<file path="src/rtl/prog_mem.sv">
// Writable instruction memory for the toy CPU: one-cycle registered fetch,
// program-load write port with a sticky lock, default program restored on reset.
module prog_mem #(
    parameter int              DEPTH  = 4,
    parameter int              ADDR_W = 2,
    parameter int              OP_W   = 2,
    parameter logic [OP_W-1:0] HLT_OP = OP_W'(2)
) (
    input  logic              clk,
    input  logic              rst_n,
    input  logic              fetch_req,
    input  logic [ADDR_W-1:0] fetch_addr,
    output logic              fetch_valid,
    output logic [OP_W-1:0]   fetch_data,
    output logic              fetch_err,
    input  logic              wr_en,
    input  logic [ADDR_W-1:0] wr_addr,
    input  logic [OP_W-1:0]   wr_data,
    output logic              wr_err,
    input  logic              lock_set,
    output logic              locked
);

    localparam logic [ADDR_W:0] DEPTH_X = (ADDR_W+1)'(DEPTH);

    typedef enum logic {
        UNLOCKED = 1'b0,
        LOCKED   = 1'b1
    } lock_state_e;

    // Default program: INC, JNO, INC, HLT, remaining entries filled with HLT_OP.
    function automatic logic [OP_W-1:0] default_op(input int idx);
        case (idx)
            0:       default_op = OP_W'(0);
            1:       default_op = OP_W'(1);
            2:       default_op = OP_W'(0);
            3:       default_op = OP_W'(2);
            default: default_op = HLT_OP;
        endcase
    endfunction

    logic [OP_W-1:0] mem_q [DEPTH];
    lock_state_e     lock_q;
    logic            fetch_valid_q;
    logic            fetch_err_q;
    logic [OP_W-1:0] fetch_data_q;
    logic            wr_err_q;

    logic            fetch_in_range;
    logic            wr_in_range;
    logic            wr_ok;
    logic [OP_W-1:0] rd_word;
    logic [OP_W-1:0] fetch_data_d;

    assign fetch_in_range = {1'b0, fetch_addr} < DEPTH_X;
    assign wr_in_range    = {1'b0, wr_addr} < DEPTH_X;
    // Write is judged against the lock state before this edge.
    assign wr_ok          = wr_en && (lock_q == UNLOCKED) && wr_in_range;

    always_comb begin
        rd_word = HLT_OP;
        for (int i = 0; i < DEPTH; i++) begin
            if (fetch_addr == ADDR_W'(i)) begin
                rd_word = mem_q[i];
            end
        end
        fetch_data_d = rd_word;
        if (wr_ok && (wr_addr == fetch_addr)) begin
            fetch_data_d = wr_data;
        end
    end

    always_ff @(posedge clk or negedge rst_n) begin
        if (!rst_n) begin
            for (int i = 0; i < DEPTH; i++) begin
                mem_q[i] <= default_op(i);
            end
            lock_q        <= UNLOCKED;
            fetch_valid_q <= 1'b0;
            fetch_err_q   <= 1'b0;
            fetch_data_q  <= '0;
            wr_err_q      <= 1'b0;
        end else begin
            for (int i = 0; i < DEPTH; i++) begin
                if (wr_ok && (wr_addr == ADDR_W'(i))) begin
                    mem_q[i] <= wr_data;
                end
            end
            if (lock_set) begin
                lock_q <= LOCKED;
            end
            fetch_valid_q <= fetch_req;
            fetch_err_q   <= fetch_req && !fetch_in_range;
            if (fetch_req) begin
                fetch_data_q <= fetch_data_d;
            end
            wr_err_q <= wr_en && !wr_ok;
        end
    end

    assign fetch_valid = fetch_valid_q;
    assign fetch_err   = fetch_err_q;
    assign fetch_data  = fetch_data_q;
    assign wr_err      = wr_err_q;
    assign locked      = (lock_q == LOCKED);

endmodule

</file>
<file path="config.mk">
export PLATFORM = sky130hd
export DESIGN_NAME = prog_mem
export DESIGN_NICKNAME = d
export VERILOG_FILES = /design/src/rtl/prog_mem.sv
export SDC_FILE = /design/constraint.sdc
export NUM_CORES = 1
export LEC_CHECK = 0
export CAP_MARGIN = 20
export CORE_UTILIZATION = 48
export DETAILED_ROUTE_END_ITERATION = 8
export GPL_TIMING_DRIVEN = 0
export PLACE_DENSITY = 0.83
export SETUP_SLACK_MARGIN = 0.3
export SYNTH_ARGS = -nofsm -noshare
export SYNTH_HDL_FRONTEND = slang
export SYNTH_SLANG_ARGS = --single-unit
</file>
<file path="constraint.sdc">
create_clock -name clk -period 3.27 [get_ports clk]
set_input_delay 0.4905 -clock clk [delete_from_list [all_inputs] [get_ports clk]]
set_output_delay 0.4905 -clock clk [all_outputs]
set_load 0.02 [all_outputs]
</file>
==> results.ini, run 1 <==
[global_route]
antenna_found_initial = 0
overflow = 0
grt_start_max_net_pins = 14
grt_pass1_vias = 435
grt_pass1_wl_mm = 1.821
grt_use_total_pct = 19.70

[hold_path]
hp-class = reg -> reg

[layout]
multi_input_area_sq_um = 287.8
area_delta_synth_final_pct = 31.12
drive_gt1_share_pct = 25.00
nFillCells = 89
fin_area_sq_um = 817.0
fin_util_pct = 70.67
num-nets-final = 76
fin_cells = 78
seqCellArea_sq_um = 327.8
antenna_cells = 0

[route]
routed_wl_mm = 1.098
wl_per_cell_um = 14.08
first_pass_iters = 4
drcViolationCount = 0
ant_nets = 0
viasPerCell = 5.462
num_vias = 426
drtIter0Drc = 15

[logic_synthesis]
synthSimpleGateAreaFrac_pct = 12.65
yosys.cell_count.top_type = dfrtp_1
yosys.area_share.xor_xnor_pct = 5.622
synth-edff-count = 0
synth_compound_area_share_pct = 4.418
yosys-top-cells-area = dfrtp_1, mux2_2, dfstp_2, mux4_1, xnor2_1
synthAdderAreaFrac_pct = 0
synth_commonest_cells = dfrtp_1, mux2_2
seq_area_frac_synth_pct = 52.61
syn_inst = 45
syn_area_sq_um = 623.1
ys_types = 19
yosys.area.top_type_share_pct = 44.18
synth_top_family_by_area = multiplexers
synthArstFlopShare_pct = 100.0
synth_largest_area_cell = dfrtp_1
ys_ff_latch = 13
synthFlopType = dfrtp_1
synth_nets = 56
synthMuxAreaShare_pct = 22.89
syn-mean-instance-area_sq_um = 13.85
yosys_warnings = 0

[worst_setup_path]
worstPathMaxFanout = 5
r2r-end = mem_q[3]$_DFFE_PN0P_
cp_cell_sequence = clkdlybuf4s50_1
critical_path_class = reg -> out
crit_cells = 1
path_buf_inv = 1
r2r_start = locked$_DFFE_PN0P_
endpoint_kind = output port
r2r_setup_slack_ns = 1.87
crit_end = locked
reg2reg_depth = 3
cp.required_ns = 2.78
crit_arrival_ns = 1.27
startpoint_type = flip-flop
startpoint = locked$_DFFE_PN0P_
crit_family = buffers and inverters
slowest_delay_ns = 0.62
critPathSlowestCell = clkdlybuf4s50_1

[clocking]
cts_htree_levels = 1
post-cts-setup-buffer-count = 0
cts_tree = built
cts_sinks = 13
hold_buffers = 0
clk_latency_ns = 0.26
post_cts_resize_count = 0
cts.clk_slew.worst_paths_ns = 0.08
cts-root-buf = clkbuf_4
max-clock-path-buffers = 2
cts_inserted_buffers = 3

[floorplan]
core_area_sq_um = 1156
die_x_um = 38.03
start_util_pct = 53.90
die_area_sq_um = 1446
fp.dieH_um = 38.03
num_rows = 12
ios = 17

[sta]
tns_ns = 0
finalHoldViolCount = 0
tightest_slew_ns = 0.5665
fin_crit_ns = 1.764
fin_crit_sh_pct = 53.94
setup_violations = 0
fin_ws_ns = 1.506
slew_violations = 0
max_slew_margin_pct = 62.11
skew_ns = 0.0002547
clock.fmax_mhz = 567.0
rsz0062_at_grt = no
hold_slack_ns = 0.5034

[power_and_ir_drop]
peakVddDrop_uv = 242.4
p_leak_nw = 0.3542
p_total_mw = 0.3260
p_per_area_nw_per_um2 = 399.1

[place]
post_dp_cell_area_sq_um = 790.8
dp_cells = 74
hpwl_um = 869.3
place.gp.congestion = 0.7161
dp_slack_ns = 1.232
port_buffers = 15

[run]
drv_cap = 0

[status]
status = finished clean

==> area by class of cell <==
| class | count | share of cell area [%] |
|---|---|---|
| clock buffers | 4 | 3.216 |
| flip-flops and latches | 13 | 40.12 |
| plain buffers | 1 | 0.9188 |
| well taps | 14 | 2.144 |
| repair buffers | 15 | 18.38 |
| multi-input cells | 31 | 35.22 |
==> worst min-delay path by stage <==
stage | from | depth (start not counted) | end
detailed placement | mem_q[7]$_DFFE_PN0P_ | 1 | mem_q[7]$_DFFE_PN0P_
CTS | mem_q[7]$_DFFE_PN0P_ | 1 | mem_q[7]$_DFFE_PN0P_
global route | mem_q[5]$_DFFE_PN0P_ | 1 | mem_q[5]$_DFFE_PN0P_
floorplan | rst_n | 0 | fetch_data[0]$_DFFE_PN0P_
global placement | mem_q[3]$_DFFE_PN0P_ | 1 | mem_q[3]$_DFFE_PN0P_
finish | mem_q[5]$_DFFE_PN0P_ | 1 | mem_q[5]$_DFFE_PN0P_
==> flip-flops by register name, summed over array words and instances, names as in the netlist <==
name and flops:
fetch_data 2, fetch_valid 1, locked 1, mem_q 8
wr_err 1
==> where the power goes <==
part           internal, mW  total (mW)  switching (mW)
Combinational        0.0302      0.0552          0.0251
Clock                0.0471      0.0953          0.0482
Sequential            0.171       0.175         0.00417
==> layer usage <==
metal | up-vias | GRT usage (%) | wire (um)
met5 | - | 0 | 0
met4 | 0 | 8.036 | 8
met3 | 2 | 5.233 | 63
met2 | 15 | 37.29 | 585
met1 | 203 | 19.85 | 441
li1 | 206 | - | -
==> kinds of logic (layout without fill, tap and decap cells) <==
kind of cell    count (synthesis)  count (layout)
compound gates                  4               4
buf+inv                         1              20
simple gates                   12              12
flops                          13              13
xor+xnor                        4               4
other cells                     1               1
mux                            10              10
==> cells in the final DEF, fill, tap and decap left out, types with 2 or more instances in the layout <==
cell type / instances
xnor2_1: 2
clkbuf_4: 3
a31oi_1: 2
nor2_1: 2
dfstp_2: 2
mux2_2: 8
xor2_1: 2
nand4_1: 2
nor3b_1: 2
o31ai_1: 2
mux4_1: 2
dfrtp_1: 11
clkdlybuf4s50_1: 15
Power figures use the tool's default switching activity.
==> run 2: changes to the inputs <==
--- a/config.mk
+++ b/config.mk
@@ -6,10 +6,10 @@
 export NUM_CORES = 1
 export LEC_CHECK = 0
 export CAP_MARGIN = 20
-export CORE_UTILIZATION = 48
+export CORE_UTILIZATION = 40
 export DETAILED_ROUTE_END_ITERATION = 8
 export GPL_TIMING_DRIVEN = 0
-export PLACE_DENSITY = 0.83
+export PLACE_DENSITY = 0.74
 export SETUP_SLACK_MARGIN = 0.3
 export SYNTH_ARGS = -nofsm -noshare
 export SYNTH_HDL_FRONTEND = slang
==> constraint.sdc (replaced) <==
create_clock -name clk -period 1.6 [get_ports clk]
set_input_delay 0.24 -clock clk [delete_from_list [all_inputs] [get_ports clk]]
set_output_delay 0.24 -clock clk [all_outputs]
set_load 0.02 [all_outputs]
==> results.ini, run 2 (synthesis results as in run 1) <==
[route]
drtIter0Drc = 5  ; -10
num_vias = 422  ; -0.94%
first_pass_iters = 4  ; unchanged
routed_wl_mm = 1.035  ; -5.7%
drcViolationCount = 0  ; unchanged
ant_nets = 0  ; unchanged
viasPerCell = 5.342  ; -2.2%
wl_per_cell_um = 13.10  ; -6.9%

[sta]
fin_crit_ns = 1.295
finalHoldViolCount = 0  ; unchanged
setup_violations = 0  ; unchanged
max_slew_margin_pct = 63.27  ; +1.2 points
skew_ns = 0.001912  ; +0.001657 ns
slew_violations = 0  ; unchanged
fin_crit_sh_pct = 80.91
rsz0062_at_grt = yes
tightest_slew_ns = 0.5492  ; -0.01736 ns
clock.fmax_mhz = 772.5

[layout]
multi_input_area_sq_um = 322.8  ; +12%
fin_util_pct = 62.36  ; -8.3 points
nFillCells = 125  ; +40%
fin_cells = 79  ; +1.3%
largest_reg_flops = 8  ; unchanged
antenna_cells = 0  ; unchanged
area_delta_synth_final_pct = 36.75
seqCellArea_sq_um = 329.1  ; +0.38%
layout_commonest_cell = dfrtp_1
drive_gt1_share_pct = 31.25  ; +6.3 points
num-nets-final = 76  ; unchanged
layout_common_cells = dfrtp_1, clkdlybuf4s50_1, mux2_2, dlygate4sd2_1, clkbuf_4
top_register = mem_q
fin_area_sq_um = 852.1  ; +4.3%

[clocking]
cts.clk_slew.worst_paths_ns = 0.07  ; about the same
cts_htree_levels = 1  ; unchanged
cts-root-buf = clkbuf_4
cts_tree = built
max-clock-path-buffers = 2  ; unchanged
cts_sinks = 13  ; unchanged
cts_inserted_buffers = 3  ; unchanged
hold_buffers = 0  ; unchanged
post-cts-setup-buffer-count = 0  ; unchanged
clk_latency_ns = 0.27  ; about the same

[global_route]
grt_pass1_wl_mm = 1.800  ; -1.2%
grt_use_total_pct = 13.80  ; -5.9 points
grt_start_max_net_pins = 14  ; unchanged
antenna_found_initial = 0  ; unchanged
overflow = 0  ; unchanged
grt_pass1_vias = 415  ; -4.6%

[power_and_ir_drop]
p_per_area_nw_per_um2 = 774.2  ; +94%
p_total_mw = 0.6597  ; +100%
peakVddDrop_uv = 606.5  ; +150%
p_leak_nw = 0.3951  ; +12%

[status]
status = finished clean

[place]
place.gp.congestion = 0.7686  ; +7.3%
post_dp_cell_area_sq_um = 808.3  ; +2.2%
dp_cells = 75  ; +1.4%
hpwl_um = 820.9  ; -5.6%
port_buffers = 15  ; unchanged

[worst_setup_path]
startpoint_type = flip-flop
slowest_delay_ns = 0.43  ; -0.19 ns
cp.required_ns = 1.76  ; -1.02 ns
critPathSlowestCell = dfrtp_2
worstPathMaxFanout = 5  ; unchanged
critical_path_class = reg -> reg
crit_arrival_ns = 1.45  ; +0.18 ns
endpoint_kind = flip-flop
cp_cell_sequence = nand2b_4 > nor3b_4 > mux2_2

[hold_path]
hp-class = in -> async

[floorplan]
core_area_sq_um = 1366  ; +18%
die_area_sq_um = 1720  ; +19%
die_x_um = 41.47  ; +9.0%
num_rows = 13  ; +1
ios = 17  ; unchanged
fp.dieH_um = 41.47  ; +9.0%
start_util_pct = 45.60  ; -8.3 points

[run]
drv_cap = 0  ; unchanged

-- run 2: path summary, 6_finish.rpt --
| path | slack (ns) | cells past startpoint | from | endpoint |
|---|---|---|---|---|
| worst max register to register | 0.31 | 3 | locked$_DFFE_PN0P_ | mem_q[5]$_DFFE_PN0P_ |
| max in group asynchronous | 0.89 | 1 | rst_n | locked$_DFFE_PN0P_ |
| worst min-delay path | 0.32 | 1 | rst_n | wr_err$_DFF_PN0_ |
| worst max-delay path | 0.31 | 3 | locked$_DFFE_PN0P_ | mem_q[5]$_DFFE_PN0P_ |
| min in group clk | 0.51 | 1 | mem_q[7]$_DFFE_PN0P_ | mem_q[7]$_DFFE_PN0P_ |
| worst min register to register | 0.51 | 1 | mem_q[7]$_DFFE_PN0P_ | mem_q[7]$_DFFE_PN0P_ |
-- run 2: per-stage QoR --
| stage | setup WS (ns) | hold slack [ns] | setup TNS [ns] |
|---|---|---|---|
| detailed placement | -0.1632 | 0.4920 | -0.4934 |
| finish | 0.3054 | 0.3234 | 0 |
| global placement | -0.1583 | 0.4816 | -0.5123 |
| global route | 0.2502 | 0.3903 | 0 |
| CTS | 0.2208 | 0.3517 | 0 |
| floorplan | 0.3034 | -0.05559 | 0 |
-- run 2: critical path, delay by kind of cell (launching register included) --
kind | cells | cell delay [ns]
muxes | 1 | 0.35
DFF | 1 | 0.43
and+or+nand+nor | 2 | 0.41
-- run 2: repair_timing --
item	CTS	global route
pin swaps	0	1
resized for setup	6	6
cloned	0	0
setup endpoints to repair	11	8
-- run 2: power breakdown --
| part | internal (mW) | total, mW | switching [mW] |
|---|---|---|---|
| Clock | 0.0965 | 0.194 | 0.0973 |
| Sequential | 0.350 | 0.358 | 0.00806 |
| Combinational | 0.0574 | 0.108 | 0.0504 |
| Total | 0.504 | 0.660 | 0.156 |
-- run 2: final cells by class --
type / count / share of cell area, %
multi-input cells: 31 / 37.89
well taps: 15 / 2.203
flip-flops and latches: 13 / 38.62
plain buffers: 1 / 0.8811
clock buffers: 4 / 3.084
repair buffers: 15 / 17.33
-- run 2: per-layer routing --
layer,routed length [um],part of all wire [%],global-route usage [%]
met3,59,5.7,3.478
met2,518,50,22.19
met1,447,43,16.76
met5,0,0,0
met4,10,0.97,7.742
==> run 3: changes to the inputs <==
--- a/config.mk
+++ b/config.mk
@@ -6,10 +6,10 @@
 export NUM_CORES = 1
 export LEC_CHECK = 0
 export CAP_MARGIN = 20
-export CORE_UTILIZATION = 40
+export CORE_UTILIZATION = 45
 export DETAILED_ROUTE_END_ITERATION = 8
 export GPL_TIMING_DRIVEN = 0
-export PLACE_DENSITY = 0.74
+export PLACE_DENSITY = 0.78
 export SETUP_SLACK_MARGIN = 0.3
 export SYNTH_ARGS = -nofsm -noshare
 export SYNTH_HDL_FRONTEND = slang
==> constraint.sdc (replaced) <==
create_clock -name clk -period 1.2 [get_ports clk]
set_input_delay 0.18 -clock clk [delete_from_list [all_inputs] [get_ports clk]]
set_output_delay 0.18 -clock clk [all_outputs]
set_load 0.02 [all_outputs]
==> results.ini, run 3 (synthesis results as in run 1) <==
[clocking]
cts_sinks = 13  ; unchanged
cts.clk_slew.worst_paths_ns = 0.08  ; about the same
cts_htree_levels = 1  ; unchanged
cts_tree = built
clk_latency_ns = 0.27  ; about the same
cts-root-buf = clkbuf_4
cts_inserted_buffers = 3  ; unchanged
max-clock-path-buffers = 2  ; unchanged

[route]
ant_nets = 0  ; unchanged
routed_wl_mm = 1.168  ; +13%
wl_per_cell_um = 14.24  ; +8.7%
first_pass_iters = 1  ; -3
drcViolationCount = 0  ; unchanged
viasPerCell = 5.341  ; about the same
drtIter0Drc = 0  ; -5
num_vias = 438  ; +3.8%

[layout]
layout_common_cells = dfrtp_1, mux2_2, clkdlybuf4s50_1, buf_6
antenna_cells = 0  ; unchanged
top_register = mem_q
num-nets-final = 79  ; +3.9%
area_delta_synth_final_pct = 42.37
fin_util_pct = 68.17  ; +5.8 points
layout_commonest_cell = dfrtp_1
drive_gt1_share_pct = 50.75  ; +19 points
largest_reg_flops = 8  ; unchanged

[power_and_ir_drop]
p_total_mw = 0.9041  ; +37%
clkPwrFrac_pct = 29.2  ; -0.2 points
p_per_area_nw_per_um2 = 1019  ; +32%
pwr-share-seq_pct = 53.2  ; -1.1 points
p_leak_nw = 0.3901  ; -1.3%
combPwrFrac_pct = 17.6  ; +1.3 points
switchingPower_mw = 0.2235  ; +43%
intPower_mw = 0.6806  ; +35%
peakVddDrop_uv = 675.2  ; +11%
p_sw_share_pct = 24.72  ; +1.1 points

[place]
hpwl_um = 851.8  ; +3.8%
place.gp.congestion = 0.7256  ; -5.6%
port_buffers = 15  ; unchanged
dp_slack_ns = -0.4605  ; -0.2973 ns

[global_route]
antenna_found_initial = 0  ; unchanged
use_met2_pct = 30.00  ; +7.8 points
grt_start_max_net_pins = 14  ; unchanged
overflow = 0  ; unchanged
busiest_layer = met2
use_met3_pct = 3.468  ; -0.010 points
grt_pass1_vias = 412  ; -0.72%
grt_pass1_wl_mm = 1.731  ; -3.8%
grt_util_met1_pct = 20.73  ; +4.0 points
grt_use_total_pct = 17.84  ; +4.0 points

[floorplan]
start_util_pct = 47.88  ; +2.3 points
die_area_sq_um = 1537  ; -11%
die_x_um = 39.21  ; -5.4%
fp.dieH_um = 39.21  ; -5.4%
core_area_sq_um = 1301  ; -4.8%
ios = 17  ; unchanged
num_rows = 13  ; unchanged

[worst_setup_path]
startpoint_type = flip-flop
crit_arrival_ns = 1.43  ; -0.02 ns
r2r_setup_slack_ns = -0.08  ; -0.39 ns
cp.required_ns = 1.35  ; -0.41 ns
cp_cell_sequence = nand2b_4 > nor3_2 > mux2_2
crit_family = flip-flops
crit_cells = 3  ; unchanged
startpoint = locked$_DFFE_PN0P_
crit_end = mem_q[6]$_DFFE_PN0P_
worstPathMaxFanout = 4  ; -1
r2r-end = mem_q[6]$_DFFE_PN0P_
critPathSlowestCell = dfrtp_2
r2r_start = locked$_DFFE_PN0P_
reg2reg_depth = 3  ; unchanged
slowest_delay_ns = 0.42  ; about the same
path_buf_inv = 0  ; unchanged
endpoint_kind = flip-flop
critical_path_class = reg -> reg

[sta]
finalHoldViolCount = 0  ; unchanged
tns_ns = -0.4186  ; -0.4186 ns
fin_crit_ns = 1.283  ; -0.01161 ns
fin_crit_sh_pct = 106.9  ; +26 points
clock.fmax_mhz = 779.5  ; +0.91%
fin_ws_ns = -0.08294  ; -0.3884 ns
slew_violations = 0  ; unchanged
rsz0062_at_grt = yes
setup_violations = 6  ; +6
tightest_slew_ns = 0.5847  ; +0.03549 ns
max_slew_margin_pct = 60.90  ; -2.4 points
skew_ns = 0.008134  ; +0.006222 ns

[run]
drv_cap = 0  ; unchanged

[status]
violations = negative setup slack
status = finished with violations

[hold_path]
hp-class = in -> async

-- run 3: layout make-up --
cell class	count	area, sq um
Multi-Input combinational cell	31	331.6
Sequential cell	13	329.1
Tap cell	15	18.77
Timing Repair Buffer	18	173.9
Fill cell	106	414.1
Clock buffer	4	26.28
Buffer	1	7.507
-- run 3: repair_timing --
action                                  in CTS  in global routing
pin swaps                                    4                  0
gates resized for setup                     35                  5
endpoints found under the setup margin      15                 15
hold buffers                                 0                  0
endpoints found under the hold margin        0                  0
setup buffers                                1                  2
-- run 3: worst min path at each step --
stage	startpoint	endpoint	cells after the start
floorplan	rst_n	fetch_data[0]$_DFFE_PN0P_	0
global placement	mem_q[0]$_DFFE_PN0P_	mem_q[0]$_DFFE_PN0P_	1
detailed placement	mem_q[0]$_DFFE_PN0P_	mem_q[0]$_DFFE_PN0P_	1
CTS	rst_n	fetch_data[1]$_DFFE_PN0P_	1
global route	rst_n	fetch_data[0]$_DFFE_PN0P_	1
finish	rst_n	fetch_data[0]$_DFFE_PN0P_	1
-- run 3: per-layer routing --
layer | vias to the layer above | part of all wire (%) | routed length [um]
met1 | 212 | 42 | 489
met2 | 13 | 53 | 623
met3 | 2 | 4.0 | 47
met4 | 0 | 0.68 | 8
li1 | 211 | - | -
met5 | - | 0 | 0
-- run 3: metrics by stage --
| step | cells | hold WS [ns] | area, sq um |
|---|---|---|---|
| global placement | 75 | 0.4833 | 809.5 |
| global route | 82 | 0.3389 | 887.1 |
| CTS | 80 | 0.2965 | 869.6 |
| floorplan | 45 | -0.1156 | 640.6 |
| detailed placement | 75 | 0.4924 | 809.5 |
| finish | 82 | 0.2770 | 887.1 |
-- run 3: worst reg2reg max path, cell delays in order, from the launching register on --
cell and delay (ns):
dfrtp_2 0.42, nand2b_4 0.18, nor3_2 0.20, mux2_2 0.36
-- run 3: power groups by stage --
stage               registers (mW)  clock network, mW  logic (mW)
finish                       0.481              0.264       0.159
global route                 0.484              0.286       0.173
CTS                          0.481              0.272       0.160
detailed placement           0.488                  0       0.153
global placement             0.486                  0       0.151
floorplan                    0.498                  0      0.0547
